`src/rtl/traffic_pkg.sv`:
```
// Shared lamp encodings, fault codes and monitor states for the traffic conflict monitor.
// Latency: none (types/constants only). Backpressure: not applicable.
package traffic_pkg;

    localparam logic [2:0] FC_NONE     = 3'd0;
    localparam logic [2:0] FC_ENCODING = 3'd1;
    localparam logic [2:0] FC_CONFLICT = 3'd2;
    localparam logic [2:0] FC_SEQUENCE = 3'd3;

    typedef enum logic [1:0] {
        RED = 2'd0,
        YEL = 2'd1,
        GRN = 2'd2,
        BAD = 2'd3
    } colour_e;

    typedef enum logic [1:0] {
        PASS    = 2'd0,
        FLASH   = 2'd1,
        RECOVER = 2'd2
    } mon_state_e;

    typedef struct packed {
        logic red;
        logic yel;
        logic grn;
    } lamp_t;

    localparam lamp_t LAMP_RED = 3'b100;

    // Anything other than exactly one lamp lit is BAD.
    function automatic colour_e decode_lamp(input lamp_t l);
        colour_e c;
        case (l)
            3'b100:  c = RED;
            3'b010:  c = YEL;
            3'b001:  c = GRN;
            default: c = BAD;
        endcase
        return c;
    endfunction

endpackage

```
`src/rtl/traffic_lamp_checker.sv`:
```
// Per-direction lamp checker: colour decode, encoding flag, yellow run and sequence flag.
// Latency: flags combinational from the registered lamps; history updates next edge. No backpressure.
module traffic_lamp_checker
    import traffic_pkg::*;
#(
    parameter int MIN_YELLOW = 3
) (
    input  logic  clk_i,
    input  logic  rst_ni,
    input  lamp_t lamp_i,
    input  logic  upd_en_i,
    input  logic  restore_i,
    output logic  enc_err_o,
    output logic  seq_err_o
);

    colour_e    colour;
    colour_e    prev_q, prev_d;
    logic [3:0] yel_cnt_q, yel_cnt_d;

    always_comb begin
        colour    = decode_lamp(lamp_i);
        enc_err_o = (colour == BAD);
        seq_err_o = ((prev_q == GRN) && (colour == RED)) ||
                    ((prev_q == RED) && (colour == YEL)) ||
                    ((prev_q == YEL) && (colour == GRN)) ||
                    ((prev_q == YEL) && (colour == RED) && (yel_cnt_q < 4'(MIN_YELLOW)));

        yel_cnt_d = 4'd0;
        if (colour == YEL) begin
            yel_cnt_d = (yel_cnt_q == 4'(MIN_YELLOW)) ? yel_cnt_q : yel_cnt_q + 4'd1;
        end

        // History only ever holds legal colours, so BAD never becomes "previous".
        prev_d = prev_q;
        if (restore_i) begin
            prev_d = RED;
        end else if (upd_en_i && !enc_err_o && !seq_err_o) begin
            prev_d = colour;
        end
    end

    always_ff @(posedge clk_i or negedge rst_ni) begin
        if (!rst_ni) begin
            prev_q    <= RED;
            yel_cnt_q <= 4'd0;
        end else begin
            prev_q    <= prev_d;
            yel_cnt_q <= yel_cnt_d;
        end
    end

endmodule

```
`src/rtl/traffic_conflict_monitor.sv`:
```
// Safety monitor between the light controller and lamps: mirrors legal patterns, flashes red on faults.
// Latency: 1 cycle input to lamp in PASS. Backpressure: none, samples every cycle.
module traffic_conflict_monitor
    import traffic_pkg::*;
#(
    parameter int FLASH_HALF    = 4,
    parameter int FAULT_PERSIST = 2,
    parameter int MIN_YELLOW    = 3
) (
    input  logic       CLK,
    input  logic       RESET_N,
    input  logic       NS_RED_IN,
    input  logic       NS_YELLOW_IN,
    input  logic       NS_GREEN_IN,
    input  logic       EW_RED_IN,
    input  logic       EW_YELLOW_IN,
    input  logic       EW_GREEN_IN,
    input  logic       CLEAR,
    output logic       NS_RED,
    output logic       NS_YELLOW,
    output logic       NS_GREEN,
    output logic       EW_RED,
    output logic       EW_YELLOW,
    output logic       EW_GREEN,
    output logic       FAULT,
    output logic [2:0] FAULT_CODE
);

    localparam logic [8:0] CLEAN_LAST = 9'(2 * FLASH_HALF - 1);
    localparam logic [7:0] HALF_LAST  = 8'(FLASH_HALF - 1);

    lamp_t      ns_q, ew_q;
    mon_state_e state_q, state_d;
    logic [2:0] code_q, code_d;
    logic [3:0] pcnt_q, pcnt_d, pcnt_inc;
    logic [8:0] clean_q, clean_d;
    logic [7:0] fcnt_q;
    logic       phase_q;

    logic ns_enc, ew_enc, ns_seq, ew_seq;
    logic conflict, persist_err, trip, all_red;
    logic upd_en, restore, flash_start;

    always_ff @(posedge CLK or negedge RESET_N) begin
        if (!RESET_N) begin
            ns_q <= LAMP_RED;
            ew_q <= LAMP_RED;
        end else begin
            ns_q <= '{red: NS_RED_IN, yel: NS_YELLOW_IN, grn: NS_GREEN_IN};
            ew_q <= '{red: EW_RED_IN, yel: EW_YELLOW_IN, grn: EW_GREEN_IN};
        end
    end

    traffic_lamp_checker #(.MIN_YELLOW(MIN_YELLOW)) u_ns_chk (
        .clk_i     (CLK),
        .rst_ni    (RESET_N),
        .lamp_i    (ns_q),
        .upd_en_i  (upd_en),
        .restore_i (restore),
        .enc_err_o (ns_enc),
        .seq_err_o (ns_seq)
    );

    traffic_lamp_checker #(.MIN_YELLOW(MIN_YELLOW)) u_ew_chk (
        .clk_i     (CLK),
        .rst_ni    (RESET_N),
        .lamp_i    (ew_q),
        .upd_en_i  (upd_en),
        .restore_i (restore),
        .enc_err_o (ew_enc),
        .seq_err_o (ew_seq)
    );

    always_comb begin
        conflict    = (ns_q.yel | ns_q.grn) & (ew_q.yel | ew_q.grn);
        persist_err = conflict | ns_enc | ew_enc;
        all_red     = (ns_q == LAMP_RED) && (ew_q == LAMP_RED);
        upd_en      = (state_q == PASS) && !conflict;
        pcnt_inc    = pcnt_q + 4'd1;
        trip        = (persist_err && (pcnt_inc == 4'(FAULT_PERSIST))) || ns_seq || ew_seq;
    end

    always_comb begin
        state_d     = state_q;
        code_d      = code_q;
        clean_d     = clean_q;
        pcnt_d      = 4'd0;
        restore     = 1'b0;
        flash_start = 1'b0;
        case (state_q)
            PASS: begin
                pcnt_d = persist_err ? pcnt_inc : 4'd0;
                if (trip) begin
                    state_d     = FLASH;
                    flash_start = 1'b1;
                    pcnt_d      = 4'd0;
                    if (conflict)               code_d = FC_CONFLICT;
                    else if (ns_enc || ew_enc)  code_d = FC_ENCODING;
                    else                        code_d = FC_SEQUENCE;
                end
            end
            FLASH: begin
                clean_d = 9'd0;
                if (CLEAR) state_d = RECOVER;
            end
            RECOVER: begin
                if (!all_red) begin
                    state_d = FLASH;
                    clean_d = 9'd0;
                end else if (clean_q == CLEAN_LAST) begin
                    state_d = PASS;
                    code_d  = FC_NONE;
                    clean_d = 9'd0;
                    restore = 1'b1;
                end else begin
                    clean_d = clean_q + 9'd1;
                end
            end
            default: state_d = PASS;
        endcase
    end

    always_ff @(posedge CLK or negedge RESET_N) begin
        if (!RESET_N) begin
            state_q <= PASS;
            code_q  <= FC_NONE;
            pcnt_q  <= 4'd0;
            clean_q <= 9'd0;
        end else begin
            state_q <= state_d;
            code_q  <= code_d;
            pcnt_q  <= pcnt_d;
            clean_q <= clean_d;
        end
    end

    // Phase restarts only on a fresh trip; RECOVER<->FLASH bounces keep the cadence.
    always_ff @(posedge CLK or negedge RESET_N) begin
        if (!RESET_N) begin
            phase_q <= 1'b1;
            fcnt_q  <= 8'd0;
        end else if (flash_start) begin
            phase_q <= 1'b1;
            fcnt_q  <= 8'd0;
        end else if (state_q != PASS) begin
            if (fcnt_q == HALF_LAST) begin
                fcnt_q  <= 8'd0;
                phase_q <= ~phase_q;
            end else begin
                fcnt_q <= fcnt_q + 8'd1;
            end
        end
    end

    always_comb begin
        FAULT      = (state_q != PASS);
        FAULT_CODE = code_q;
        if (state_q == PASS) begin
            {NS_RED, NS_YELLOW, NS_GREEN} = ns_q;
            {EW_RED, EW_YELLOW, EW_GREEN} = ew_q;
        end else begin
            {NS_RED, NS_YELLOW, NS_GREEN} = {phase_q, 2'b00};
            {EW_RED, EW_YELLOW, EW_GREEN} = {phase_q, 2'b00};
        end
    end

endmodule
```
`config.mk`:
```
export PLATFORM = sky130hd
export DESIGN_NAME = traffic_conflict_monitor
export DESIGN_NICKNAME = d
export VERILOG_FILES = /design/src/rtl/traffic_pkg.sv /design/src/rtl/traffic_lamp_checker.sv /design/src/rtl/traffic_conflict_monitor.sv
export SDC_FILE = /design/constraint.sdc
export NUM_CORES = 1
export LEC_CHECK = 0
export CORE_AREA = 2 2 81 83
export DETAILED_ROUTE_END_ITERATION = 10
export DIE_AREA = 0 0 83 85
export GPL_TIMING_DRIVEN = 0
export SLEW_MARGIN = 20
export SYNTH_ARGS = -nofsm -noshare
export SYNTH_HDL_FRONTEND = slang
export SYNTH_SLANG_ARGS = --single-unit
```
`constraint.sdc`:
```
create_clock -name CLK -period 1.9 [get_ports CLK]
set_clock_uncertainty 0.05 [all_clocks]
set_input_delay 0.475 -clock CLK [delete_from_list [all_inputs] [get_ports CLK]]
set_output_delay 0.475 -clock CLK [all_outputs]
set_load 0.005 [all_outputs]
```
==> results.md, run 1 <==
Status:
- The run finished, with violations left.
- The checks that failed: setup timing.

Power:
- The design draws 3.794 mW.
- The clock network burns 15.9% of the power.
- The register share of total power is 31.9%.
- Internal power comes to 2.432 mW.
- Summed over all cells, the static leakage comes to 1.454 nW.
- The combinational fraction of design power is 52.2%.
- The worst voltage drop across the vdd grid is 0.0005931 V.
- The total power per unit cell area is 1143 nW/um^2.
- The net switching power is 1.362 mW.
- Net switching is 35.91% of the power.

Timing:
- The ratio of final minimum period to clock period is 113.7%.
- The tightest hold path in the finished design has a slack of 116.1 ps.
- Timing would allow up to 463.0 MHz.
- The transition time at the pin with the least slew margin is 580.5 ps.
- The minimum clock period after layout is 2160 ps.
- The worst slew slack as a fraction of its limit is 61.30%.
- The count of final max-slew check failures was 0.
- Setup repair after global routing could not meet its margin everywhere.
- Once routing completed, OpenROAD measured the worst setup slack at -260.0 ps.
- The hold violation total from the final report is 0.
- The number of setup violations in the final report is 21.

Drt:
- Summed over all layers, the routed wires come to 5642 um.
- The detailed-route wire length per cell is 13.97 um.
- The count of nets left with antenna violations once routing finished came out at 0.
- In this run, the number of DRC markers left after iteration 0 of detailed routing was 94.
- For this block, the via count after detailed routing is 2166.
- In the routed design, unresolved DRC markers number 0.
- The first detailed-routing pass ran for 4 iterations.
- In the routed layout, each cell is associated on average with a via count of 5.361.

Setup path:
- The reg-to-reg critical path startpoint is ns_q[2].
- The kind of cell with the highest combined delay along the critical path is simple AND/OR/NAND/NOR gates.
- The largest fanout on the critical path is 5.
- Counting cells, the worst reg-to-reg path comes to 8.
- The worst path buffer plus inverter count is 2.
- The setup path with the least slack is of type flop to flop.
- The kind of end point of the critical path is a flop.
- The required time reported for the critical path endpoint is 2060 ps.
- The launch point of the worst path is ns_q[2].
- The largest incremental delay on the critical path is 600 ps.
- Across all register-to-register paths, the minimum setup slack is -260 ps.
- The signal on the critical path passes through nor3b_1, a22o_1, a21o_1, or3b_4, buf_12, nand3_4, buf_8, o2bb2ai_1.
- STA classifies the critical path startpoint as a flop.
- In this run the critical register-to-register path is captured at FAULT_CODE[1].
- The largest individual stage delay along the critical path comes from the cell sky130_fd_sc_hd__dfstp_2.
- The arrival time reported for the critical path endpoint is 2320 ps.

Floorplanning:
- The I/O pin count is 19.
- From left edge to right edge, the die measures 83 um.
- The floorplan step defined a die boundary enclosing 7055 sq um.
- The initialized floorplan defines 29 standard-cell rows.
- The floorplan step set the die height to 85 um.
- Once the floorplan was initialized, standard cells occupied 41.18% of the core.
- The total area inside the core boundary comes to 6205 sq um.

Layout:
- The layout overhead on the synthesized area is 29.97%.
- In the final layout, the share of cells above drive strength 1 is 25.99%.
- The repair_antennas step left the layout with diodes totalling 0.
- At the end of the flow, the number of nets in the layout was 346.
- The fill cell instance count of the final layout is 548.

Global route:
- The first global-routing pass estimated 9632 um of wire.
- The via count of the first global-routing pass is 2070.
- The number of antenna violations at the first check in global routing is 0.
- Global routing finished with a remaining overflow of 0.
- Global routing consumed, over all layers together, 16.60% of the routing resources.
- The global routing stage identified its most utilized layer as met2.
- Global routing used 28.59% of the available met2 tracks.
- Global routing consumed, on the met3 layer, 3.988% of the routing resources.
- Global routing used 21.25% of the available met1 tracks.
- The largest net degree at the start of global routing is 24.

Logic synthesis:
- The cell area after synthesis is 2555 sq um.
- For this run, asynchronously set or reset flops after synthesis account for 100.0%.
- The sequential-to-total area share from yosys stat is 43.24%.
- The number of different library cells in the post-synthesis netlist is 50.
- The count of warnings emitted by yosys is 0.
- After synthesis, the cell types taking the most area are sky130_fd_sc_hd__dfrtp_1 (40%), sky130_fd_sc_hd__ha_1 (5.4%), sky130_fd_sc_hd__nor2_1 (4.7%).
- The leading area contributor after synthesis is sky130_fd_sc_hd__dfrtp_1.
- The leading register cell type out of synthesis is sky130_fd_sc_hd__dfrtp_1.
- Yosys mapped a number of flops with a built-in enable equal to 0.
- By count the netlist is led by sky130_fd_sc_hd__dfrtp_1 (41), sky130_fd_sc_hd__nor2_1 (32), sky130_fd_sc_hd__nand2_1 (23).
- Counting every instance in the synthesized netlist gives 276.
- In the post-synthesis netlist, the cell with the most instances is sky130_fd_sc_hd__dfrtp_1.
- After synthesis, the mean cell area works out to 9.257 sq um.
- The top cell type by area accounts for 40.16% of the synthesized area.
- The number of synthesized register bits is 44.
- The number of nets in the synthesized netlist is 296.

CTS:
- The root buffer cell is sky130_fd_sc_hd__clkbuf_8.
- Hold repair after CTS inserted 0 buffers.
- The maximum count of clock buffers along a single path is 2.
- The H-tree depth is 2.
- The tree built by TritonCTS fans out to 44 sinks.
- The number of buffers created by CTS is 5.
- The clock reaches the later pin of the worst-skew pair after 300 ps.
- Clock-pin slew was measured on the worst setup and hold paths at 80 ps.
- The CTS tree is yes.

Placement:
- At the end of routability-driven placement, the weighted congestion stood at 0.7765.
- The worst slack after detailed placement is -492.8 ps.
- The count of input and output buffers is 17.
- The wire-length estimate of the detail-placed layout is 3670 um.

Min path:
- The worst hold-check path type is input port to asynchronous set/reset pin.

Job:
- The reported max-cap violation count is 0.
## sequential cells by signal (all words and copies together) (netlist names)
signal,count
clean_q,9
fcnt_q,8
pcnt_q,4
u_ew_chk.yel_cnt_q,4
u_ns_chk.yel_cnt_q,4
ew_q,3
ns_q,3
FAULT_CODE,2
state_q,2
u_ew_chk.prev_q,2
u_ns_chk.prev_q,2
phase_q,1
## power by group through the flow
stage               Sequential, mW  Clock (mW)  Combinational (mW)
finish                        1.21       0.605                1.98
global route                  1.23       0.675                2.15
CTS                           1.20       0.632                1.81
detailed placement            1.22           0                1.29
global placement              1.22           0                1.27
floorplan                     1.20           0               0.869
## what timing repair did
| item | 4_1_cts | 5_1_grt |
|---|---|---|
| cloned | 1 | 0 |
| gates resized for setup | 46 | 30 |
| pin swaps | 3 | 6 |
| setup buffers | 19 | 6 |
| endpoints found under the setup margin | 26 | 28 |
## worst max path at each step
stage / cells past startpoint / endpoint / slack (ps)
floorplan: 6 / state_q[1] / -140
global placement: 1 / fcnt_q[5] / -1030
detailed placement: 6 / EW_RED / -490
CTS: 6 / state_q[1] / -250
global route: 7 / FAULT_CODE[1] / -310
finish: 8 / FAULT_CODE[1] / -260
## cell type report
class	count	area, sq um	area share [%]
sequential	44	1105	33.27
timing repair buffer	44	432.9	13.04
buffer	9	81.33	2.449
clock buffer	8	90.09	2.713
multi-input combinational	207	1451	43.71
inverter	15	63.81	1.922
tap	77	96.34	2.901
## layout by cell type, fill, tap and decap left out, types with 4 or more instances in the layout
master                             n
sky130_fd_sc_hd__xnor2_1           6
sky130_fd_sc_hd__nor2_1           27
sky130_fd_sc_hd__nor3_1            6
sky130_fd_sc_hd__a21oi_1          14
sky130_fd_sc_hd__o2bb2ai_1         4
sky130_fd_sc_hd__nor3_2            4
sky130_fd_sc_hd__buf_2             5
sky130_fd_sc_hd__o21ai_0           8
sky130_fd_sc_hd__dfrtp_1          41
sky130_fd_sc_hd__nand2_1          21
sky130_fd_sc_hd__mux2i_1           5
sky130_fd_sc_hd__clkbuf_8          6
sky130_fd_sc_hd__nor2_2            4
sky130_fd_sc_hd__o22ai_1           4
sky130_fd_sc_hd__inv_1            12
sky130_fd_sc_hd__clkdlybuf4s50_1   9
sky130_fd_sc_hd__buf_4            22
sky130_fd_sc_hd__nand3_1          16
sky130_fd_sc_hd__ha_1              9
sky130_fd_sc_hd__and3_1            5
sky130_fd_sc_hd__a31oi_1           7
sky130_fd_sc_hd__xor2_1            9
sky130_fd_sc_hd__nand2b_1          9
sky130_fd_sc_hd__buf_6             7
## cell families (layout without fill, tap and decap cells)
group,count (synthesis),after routing,share of synthesized area (%)
buffers and inverters,25,76,4.652
other,1,1,0.1468
adder cells (fa/ha/maj),11,11,5.387
AO/OA/AOI/OAI,54,54,14.35
XOR/XNOR,16,16,5.485
AND/OR/NAND/NOR,119,119,24.34
flip-flops,44,44,43.24
multiplexers,6,6,2.400
## stage by stage
| stage | util, % | setup TNS (ps) | instance area, sq um | instances |
|---|---|---|---|---|
| 2_1_floorplan | - | -143.5 | 2555 | 276 |
| 3_3_place_gp | 45.47 | -49330 | 2821 | 370 |
| 3_5_place_dp | 45.84 | -6279 | 2844 | 371 |
| 4_1_cts | 51.60 | -3765 | 3202 | 399 |
| 5_1_grt | 53.52 | -5393 | 3321 | 404 |
| 6_report | 53.52 | -4013 | 3321 | 404 |
## worst reg2reg max path: stages, from the launching register on
cell	delay (ps)
sky130_fd_sc_hd__dfstp_2	600
sky130_fd_sc_hd__nor3b_1	70
sky130_fd_sc_hd__a22o_1	220
sky130_fd_sc_hd__a21o_1	190
sky130_fd_sc_hd__or3b_4	420
sky130_fd_sc_hd__buf_12	140
sky130_fd_sc_hd__nand3_4	120
sky130_fd_sc_hd__buf_8	140
sky130_fd_sc_hd__o2bb2ai_1	130
## layer usage
layer  part of all wire [%]  vias up
li1                       -     1073
met1                     46     1052
met2                     49       36
met3                    3.9        5
met4                   0.80        0
met5                      0        -
Power figures use the tool's default switching activity.
==> inputs of run 2 (changes only) <==
Settings changed: ABC_CLOCK_PERIOD_IN_PS set to 1900, CORE_AREA 2 2 81 83 to 4 4 75 77, DIE_AREA 0 0 83 85 to 0 0 79 81, PLACE_DENSITY set to 0.74.
==> run 2 against run 1 <==
  * The run still ends with setup timing left
  * Sequential power barely moved
  * Power grew 1.4%
  * Sequential share of layout area rose by 0.37 points
  * Wire length up 3.5%
  * Sequential cell count unchanged
  * Global-route usage is 1.9 points higher
  * Die area is 9.3% lower
  * Via count grew 0.60%
  * Non-clock buffer count grew 2
  * Critical path type unchanged
  * Critical endpoint is now state_q[1]
  * Largest cell class unchanged
==> results.md, run 2 (synthesized netlist as in run 1, its figures left out) <==
Layout:
- The repair_antennas step left the layout with diodes totalling 0.
- The core occupancy in the finished layout is 65.56%.
- The finished layout holds 399 standard cells, fillers aside.
- Compared with the post-synthesis result, the final layout area differs by 28.55%.
- The library cells used most frequently in the layout, excluding fill and tap cells, are sky130_fd_sc_hd__dfrtp_1 (41), sky130_fd_sc_hd__nor2_1 (30), sky130_fd_sc_hd__buf_4 (24).
- The largest registers in the layout are clean_q x9, fcnt_q x8.
- The layout has 412 filler cells.
- The most common cell after layout, fill and taps aside is sky130_fd_sc_hd__dfrtp_1.
- After routing the design area is 3284 sq um.
- Summing all multi-input logic gate instances after layout gives 1436 sq um.
- The share of cells above drive strength 1 is 26.14%.
- The sequential standard cell area is 1105 sq um.
- The final layout contains 348 nets.
- Ranked by flip-flop count, first place goes to clean_q.
- The number of flip-flops under the largest register name is 9.

Drt:
- The pre-antenna-repair detailed-routing pass consisted of 5 iterations.
- Dividing the detail-routed wire length by the instance count gives 14.63 um.
- The number of vias per cell is 5.461.
- After detailed routing, the number of remaining DRC violations is 0.
- The remaining antenna violation count is 0.
- For this block, the via count after detailed routing is 2179.
- The overall routed net length is 5838 um.
- The starting DRC count in detailed routing is 91.

Placement:
- At the end of routability-driven placement, the weighted congestion stood at 0.7827.
- Input and output buffers added on the ports amount to 17.
- The half-perimeter wire length after placement is 3716 um.
- In this run the cell area measured after placement is 2828 sq um.
- The number of cells in the design after placement is 364.

Power:
- The power consumption is 3.846 mW.
- The total power per unit cell area is 1171 nW/um^2.
- The analysis attributes to net switching a power of 1.416 mW.
- The worst voltage drop across the vdd grid is 0.0007178 V.
- The total internal power is 2.430 mW.
- The share of power burned in the clock network is 15.9%.
- Summed over all cells, the static leakage comes to 1.449 nW.
- Net switching is 36.82% of the power.
- The register share of total power is 31.5%.
- The share of total power dissipated in combinational logic is 52.6%.

Floorplanning:
- The initial core utilization is 51.00%.
- The I/O pin count is 19.
- The full die area is 6399 sq um.
- After floorplanning, the core was sized to cover 5010 sq um.
- After floorplanning, the core was divided into 26 placement rows.
- The die is 81 um tall.
- The floorplan step set the die width to 79 um.

Global route:
- The total overflow reported by the global router is 0.
- The largest net degree at the start of global routing is 27.
- The number of antenna violations at the first check in global routing was 0.
- The via count of the first global-routing pass is 2120.
- The global-route usage over all layers is 18.54%.
- The first global-routing pass estimated 9384 um of wire.

Timing:
- The hold violation total from the final report was 0.
- The minimum clock period after layout is 2123 ps.
- Setup repair after global routing could not meet its margin everywhere.
- Setup slack on the critical path of the routed design comes to -223.4 ps.
- The count of final max-slew check failures is 0.
- The worst path uses 111.8% of the clock period.
- The number of setup violations in the final report is 21.
- Based on the critical path, the design can be clocked at up to 470.9 MHz.

Job:
- Across the run, the number of max-cap violations was 0.

Setup path:
- The kind of end point of the critical path is a flop.
- The start-to-end type of the worst setup path is flop to flop.
- The arrival time reported for the critical path endpoint is 2260 ps.
- The type of origin of the critical path is a flop.
- The largest fanout on the critical path is 4.
- Data on the critical path is required at its endpoint by 2030 ps.

CTS:
- Clock tree synthesis selected as its root buffer the cell sky130_fd_sc_hd__clkbuf_8.
- The maximum count of clock buffers along a single path is 2.
- The clock transition at the register clock pins on the worst setup and hold paths after CTS is 80 ps.
- For this design, the sink count on the clock tree is 44.
- The clock latency of the later-clocked register in the worst-skew pair is 300 ps.
- The H-tree depth is 2.
- TritonCTS built the clock tree.
- Buffers inserted during clock tree synthesis total 5.
- After clock tree synthesis, the flow added hold-fix buffers numbering 0.

Status:
- The final reports fail on setup timing.
- The flow ran to the end, but the final reports show violations.

Min path:
- The worst hold-check path type is input port to asynchronous set/reset pin.
## run 2: cell count changes in the layout (fill, tap and decap cells not counted), moves of 2 or more
cell | previous run | this run
sky130_fd_sc_hd__clkbuf_16 | 0 | 2
sky130_fd_sc_hd__nor3_1 | 6 | 9
sky130_fd_sc_hd__buf_16 | 2 | 0
sky130_fd_sc_hd__and2_4 | 1 | 3
sky130_fd_sc_hd__nor3_2 | 4 | 1
sky130_fd_sc_hd__nor2_1 | 27 | 30
sky130_fd_sc_hd__buf_4 | 22 | 24
sky130_fd_sc_hd__a211oi_2 | 2 | 0
sky130_fd_sc_hd__a211oi_1 | 0 | 2
sky130_fd_sc_hd__nor2_2 | 4 | 2
sky130_fd_sc_hd__buf_12 | 3 | 1
sky130_fd_sc_hd__clkinv_2 | 0 | 2
## run 2: layout make-up
class / count / share of cell area [%]
Buffer: 10 / 2.819
Clock buffer: 6 / 2.514
Clock inverter: 2 / 0.3048
Inverter: 15 / 1.867
Multi-Input combinational cell: 207 / 43.73
Sequential cell: 44 / 33.64
Tap cell: 70 / 2.667
Timing Repair Buffer: 45 / 12.46
## run 2: per-stage QoR
| stage | TNS (ps) | setup slack [ps] | hold slack [ps] |
|---|---|---|---|
| floorplan | -143.5 | -143.5 | 129.4 |
| global placement | -44020 | -929.8 | 438.4 |
| detailed placement | -5385 | -462.6 | 411.8 |
| CTS | -2666 | -193.3 | 88.88 |
| global route | -4698 | -256.3 | 109.4 |
| finish | -3111 | -223.4 | 73.38 |
## run 2: final timing paths
kind                                 from                    end  slack (ps)  cells past startpoint
worst min register to register  fcnt_q[0]              fcnt_q[0]         450                      1
worst min-delay path              RESET_N  u_ew_chk.yel_cnt_q[0]          70                      1
worst max register to register    ns_q[2]             state_q[1]        -220                      6
worst max-delay path              ns_q[2]             state_q[1]        -220                      6
min in group CLK                fcnt_q[0]              fcnt_q[0]         450                      1
max in group asynchronous         RESET_N                ns_q[2]        1160                      2
## run 2: timing repair
| item | CTS | global route |
|---|---|---|
| setup buffers | 21 | 5 |
| gates cloned | 0 | 1 |
| endpoints found under the setup margin | 26 | 27 |
| gates resized for setup | 54 | 15 |
| pin swaps | 6 | 6 |
## run 2: power by group through the flow
stage,clock network (mW),registers [mW],logic [mW]
2_1_floorplan,0,1.20,0.869
6_report,0.613,1.21,2.02
3_3_place_gp,0,1.23,1.26
4_1_cts,0.631,1.20,1.77
5_1_grt,0.671,1.23,2.19
3_5_place_dp,0,1.23,1.29
## run 2: worst max-delay path, stage by stage (launching register included)
cell and delay, ps:
sky130_fd_sc_hd__dfstp_2 590, sky130_fd_sc_hd__xnor2_2 140, sky130_fd_sc_hd__o22ai_1 110, sky130_fd_sc_hd__a21o_1 210, sky130_fd_sc_hd__or3b_4 420, sky130_fd_sc_hd__a31oi_4 170, sky130_fd_sc_hd__mux2_4 320
## run 2: routing by layer
metal / wire length (um) / up-vias / track usage (%)
met5: 0 / - / 0
met4: 107 / 0 / 6.186
met3: 212 / 11 / 3.991
met2: 3029 / 36 / 33.42
met1: 2487 / 1061 / 21.97
li1: - / 1071 / -
==> inputs of run 3 (changes only) <==
Settings changed: SLEW_MARGIN 20 to unset, SYNTH_HIERARCHICAL set to 1.
==> run 3 against run 2 <==
  * The run still ends with setup timing left
  * First-iteration DRC count increased by 9.9%
  * Combinational power increased by 7%
  * Non-clock buffer count decreased by 3
  * Cell area increased by 5.5%
  * Synthesized area decreased by 0.34%
  * Register-to-register slack got worse by 70 ps
  * Sequential cell count unchanged
  * Critical path depth increased by 1
  * Setup slack got worse by 73 ps
  * Critical endpoint is now FAULT_CODE[0]
  * Wire length decreased by 4.6%
  * Count of clock-buffer cells in the layout decreased by 1
==> results.md, run 3 <==
Logic synthesis:
- The share of flip-flops with an asynchronous set or reset is 100.0%.
- The synthesized instance count is 253.
- The top-area cell type share of the netlist area is 40.29%.
- The commonest cells after synthesis are sky130_fd_sc_hd__dfrtp_1 (41), sky130_fd_sc_hd__nor2_1 (33), sky130_fd_sc_hd__nand2_1 (22).
- When the netlist entered floorplanning its net count stood at 273.
- Synthesis instantiated 54 different standard cells from the library.
- The leading area contributor after synthesis is sky130_fd_sc_hd__dfrtp_1.
- The most frequently used cell type in the post-synthesis netlist is sky130_fd_sc_hd__dfrtp_1.
- The synthesized area per cell is 10.06 sq um.
- The sequential-to-total area share from yosys stat is 43.39%.
- Counting flops and latches in the post-synthesis netlist gives 44.
- For this run, the leading register cell type out of synthesis is sky130_fd_sc_hd__dfrtp_1.
- In the post-synthesis netlist, the biggest area contributors are sky130_fd_sc_hd__dfrtp_1 (40%), sky130_fd_sc_hd__ha_1 (5.4%), sky130_fd_sc_hd__nor2_1 (4.9%).
- In this run, synthesis inferred 0 flip-flops with an integrated enable.
- For this run, the number of Yosys warnings is 6.
- The cell area after synthesis is 2546 sq um.

Drt:
- The starting DRC count in detailed routing is 100.
- The count of nets left with antenna violations once routing finished came out at 0.
- The first detailed-routing pass took 4 iterations.
- The routed via count is 2060.
- The overall routed net length is 5570 um.
- The number of remaining DRC errors is 0.
- The number of vias per cell is 5.407.
- The detailed-route wire length per cell is 14.62 um.

Timing:
- The worst pin sits at a relative slew slack of 54.17%.
- The final worst setup slack is -296.6 ps.
- For this run, the top clock speed supported by timing is 455.2 MHz.
- The worst path in the final design needs a cycle of 2197 ps, including I/O delays and setup.
- At the pin with the least slew margin, the transition time is 687.4 ps.
- The number of setup violations in the final report is 25.
- The final critical path takes up 115.6% of the cycle.
- Setup repair after global routing could not meet its margin everywhere.
- The hold violation total from the final report is 0.
- The count of final max-slew check failures is 0.

Global route:
- The number of antenna violations at the first check in global routing came to 0.
- Global routing finished with a remaining overflow of 0.
- The wire length of the first global-routing pass is 9080 um.
- In the global route stage, overall resource usage came out at 18.15%.
- The via count of the first global-routing pass was 2040.
- Entering global routing, the biggest net connects 25 pins.

Floorplanning:
- The cell row count is 26.
- The initial utilization of the core area, before any placement, comes to 50.82%.
- The I/O pin count is 19.
- The die covers 6399 sq um.
- Measured along the x axis, the die boundary spans 79 um.
- The placeable core region is 5010 sq um.
- From bottom edge to top edge, the die measures 81 um.

Layout:
- The area used by multi-input combinational logic is 1635 sq um.
- The number of flip-flops under the largest register name is 9.
- The non-filler instance count after layout is 381.
- The total inserted antenna cells is 0.
- Leaving out fill and tap cells, the most frequent cell in the layout is sky130_fd_sc_hd__dfrtp_1.
- The largest registers in the layout are clean_q x9, fcnt_q x8.
- Counting flops per register, the top entry is clean_q.
- The layout overhead on the synthesized area is 36.12%.
- The fill cell instance count of the final layout is 374.
- In the final layout, the share of cells above drive strength 1 is 40.19%.
- The top cell types in the final layout, fill and taps aside, are sky130_fd_sc_hd__dfrtp_1 (37), sky130_fd_sc_hd__buf_4 (27), sky130_fd_sc_hd__nor2_1 (26).
- The net count of the finished layout is 330.
- The final design instance area without fill is 3466 sq um.
- Across the whole layout, storage elements account for 1110 sq um.

CTS:
- Clock-pin slew was measured on the worst setup and hold paths at 90 ps.
- The tree is rooted in a sky130_fd_sc_hd__clkbuf_8.
- The clock latency of the later-clocked register in the worst-skew pair is 310 ps.
- Clock tree synthesis found a total of 44 sinks.
- TritonCTS built the clock tree.
- The H-tree was split into 2 levels.
- The hold buffer count at cts is 0.
- The number of buffers created by CTS is 5.
- The maximum count of clock buffers along a single path is 2.

Setup path:
- The start-to-end type of the worst setup path is flop to flop.
- STA puts the critical path data required time at 2040 ps.
- At the worst endpoint, the arrival time is 2340 ps.
- The type of origin of the critical path is a flop.
- The largest incremental delay on the critical path is 640 ps.
- The largest fanout on the critical path is 6.
- In this run the worst setup path begins at ns_q[2].
- The worst register-to-register path begins at ns_q[2].
- The signal on the critical path passes through nor3b_1, o21ai_2, nand2_2, nor3_4, o221ai_4, and2_4, a32o_1.
- The worst setup path is captured at a flop.
- The cell with the largest stage delay on the worst path is sky130_fd_sc_hd__dfstp_2.
- For flop-to-flop paths, the worst setup slack is -300 ps.

Placement:
- In this run the tool buffered the top-level ports with 17 buffer cells.
- The total placed instance area is 2861 sq um.
- Counting tap cells, the placed design contains a total of 341 instances.
- Once detailed placement completed, the half-perimeter wirelength came to 3444 um.
- The routability-driven placement congestion ratio is 0.8161.
- The worst slack after detailed placement is -411.1 ps.

Min path:
- The worst hold path belongs to the class input port to asynchronous set/reset pin.

Power:
- The total power per unit cell area is 1201 nW/um^2.
- For this design the static power due to leakage is 1.516 nW.
- The worst-case IR drop observed on VDD is 0.0005712 V.

Job:
- The reported max-cap violation count is 0.

Status:
- The checks that failed: setup timing.
- The flow ran to the end, but the final reports show violations.
-- run 3: cell count changes in the layout (fill, tap and decap cells not counted), sizes merged, moves of 4 or more --
| cell | before | now |
|---|---|---|
| o2111ai | 0 | 4 |
| nand2b | 9 | 5 |
| nand3 | 17 | 9 |
| inv | 14 | 9 |
| a21oi | 14 | 8 |
| a31oi | 8 | 3 |
| nor3 | 10 | 5 |
| clkbuf | 11 | 6 |
| mux2 | 1 | 9 |
-- run 3: cell type report --
type | count | area share [%]
Buffer | 2 | 0.6498
Clock buffer | 5 | 1.986
Clock inverter | 3 | 1.227
Inverter | 9 | 1.191
Multi-Input combinational cell | 198 | 47.18
Sequential cell | 44 | 32.02
Tap cell | 70 | 2.527
Timing Repair Buffer | 50 | 13.21
-- run 3: worst paths after layout --
| check | endpoint | cells after the start |
|---|---|---|
| min in group CLK | pcnt_q[0] | 1 |
| max in group asynchronous | ew_q[2] | 2 |
| worst max-delay path | FAULT_CODE[0] | 7 |
| worst min register to register | pcnt_q[0] | 1 |
| worst max register to register | FAULT_CODE[0] | 7 |
| worst min-delay path | u_ew_chk/yel_cnt_q[3] | 1 |
-- run 3: power breakdown --
group	total (mW)	switching, mW	internal, mW
registers	1.28	0.168	1.11
logic	2.17	1.00	1.16
clock network	0.715	0.326	0.389
-- run 3: timing repair --
item	CTS	global route
cloned	1	0
setup endpoints to repair	29	35
resized for setup	58	42
pin swaps	15	13
buffers inserted	21	13
-- run 3: cell families after synthesis --
logic type	Yosys count	synth area share (%)
and+or+nand+nor	114	24.72
DFF	44	43.39
AOI/OAI and AO/OA	40	12.38
xor gates and xnor gates	18	6.192
muxes	13	5.848
buffers and inverters	12	1.917
adders and majority gates	11	5.405
other	1	0.1473
-- run 3: per-stage QoR --
step | power, mW | utilization [%] | hold slack [ps] | setup TNS, ps
5_1_grt | 4.436 | 69.18 | 124.7 | -6523
3_5_place_dp | 2.801 | 57.12 | 430.4 | -6862
6_report | 4.162 | 69.18 | 90.86 | -4052
3_3_place_gp | 2.746 | 56.67 | 435.4 | -43570
2_1_floorplan | 2.332 | - | 129.4 | -850.3
4_1_cts | 3.840 | 64.36 | 103.9 | -3116
-- run 3: critical path: cells and delay by family, from the launching register on --
kind | cells | cell delay, ps
AND/OR/NAND/NOR | 4 | 760
flip-flops | 1 | 640
AO/OA/AOI/OAI | 3 | 630
-- run 3: layer usage --
| metal | GRT usage, % | routed length, um | vias to the layer above |
|---|---|---|---|
| met1 | 21.58 | 2403 | 1008 |
| met5 | 0 | 0 | - |
| met4 | 7.388 | 102 | 0 |
| li1 | - | - | 1005 |
| met2 | 32.15 | 2854 | 37 |
| met3 | 3.659 | 210 | 10 |
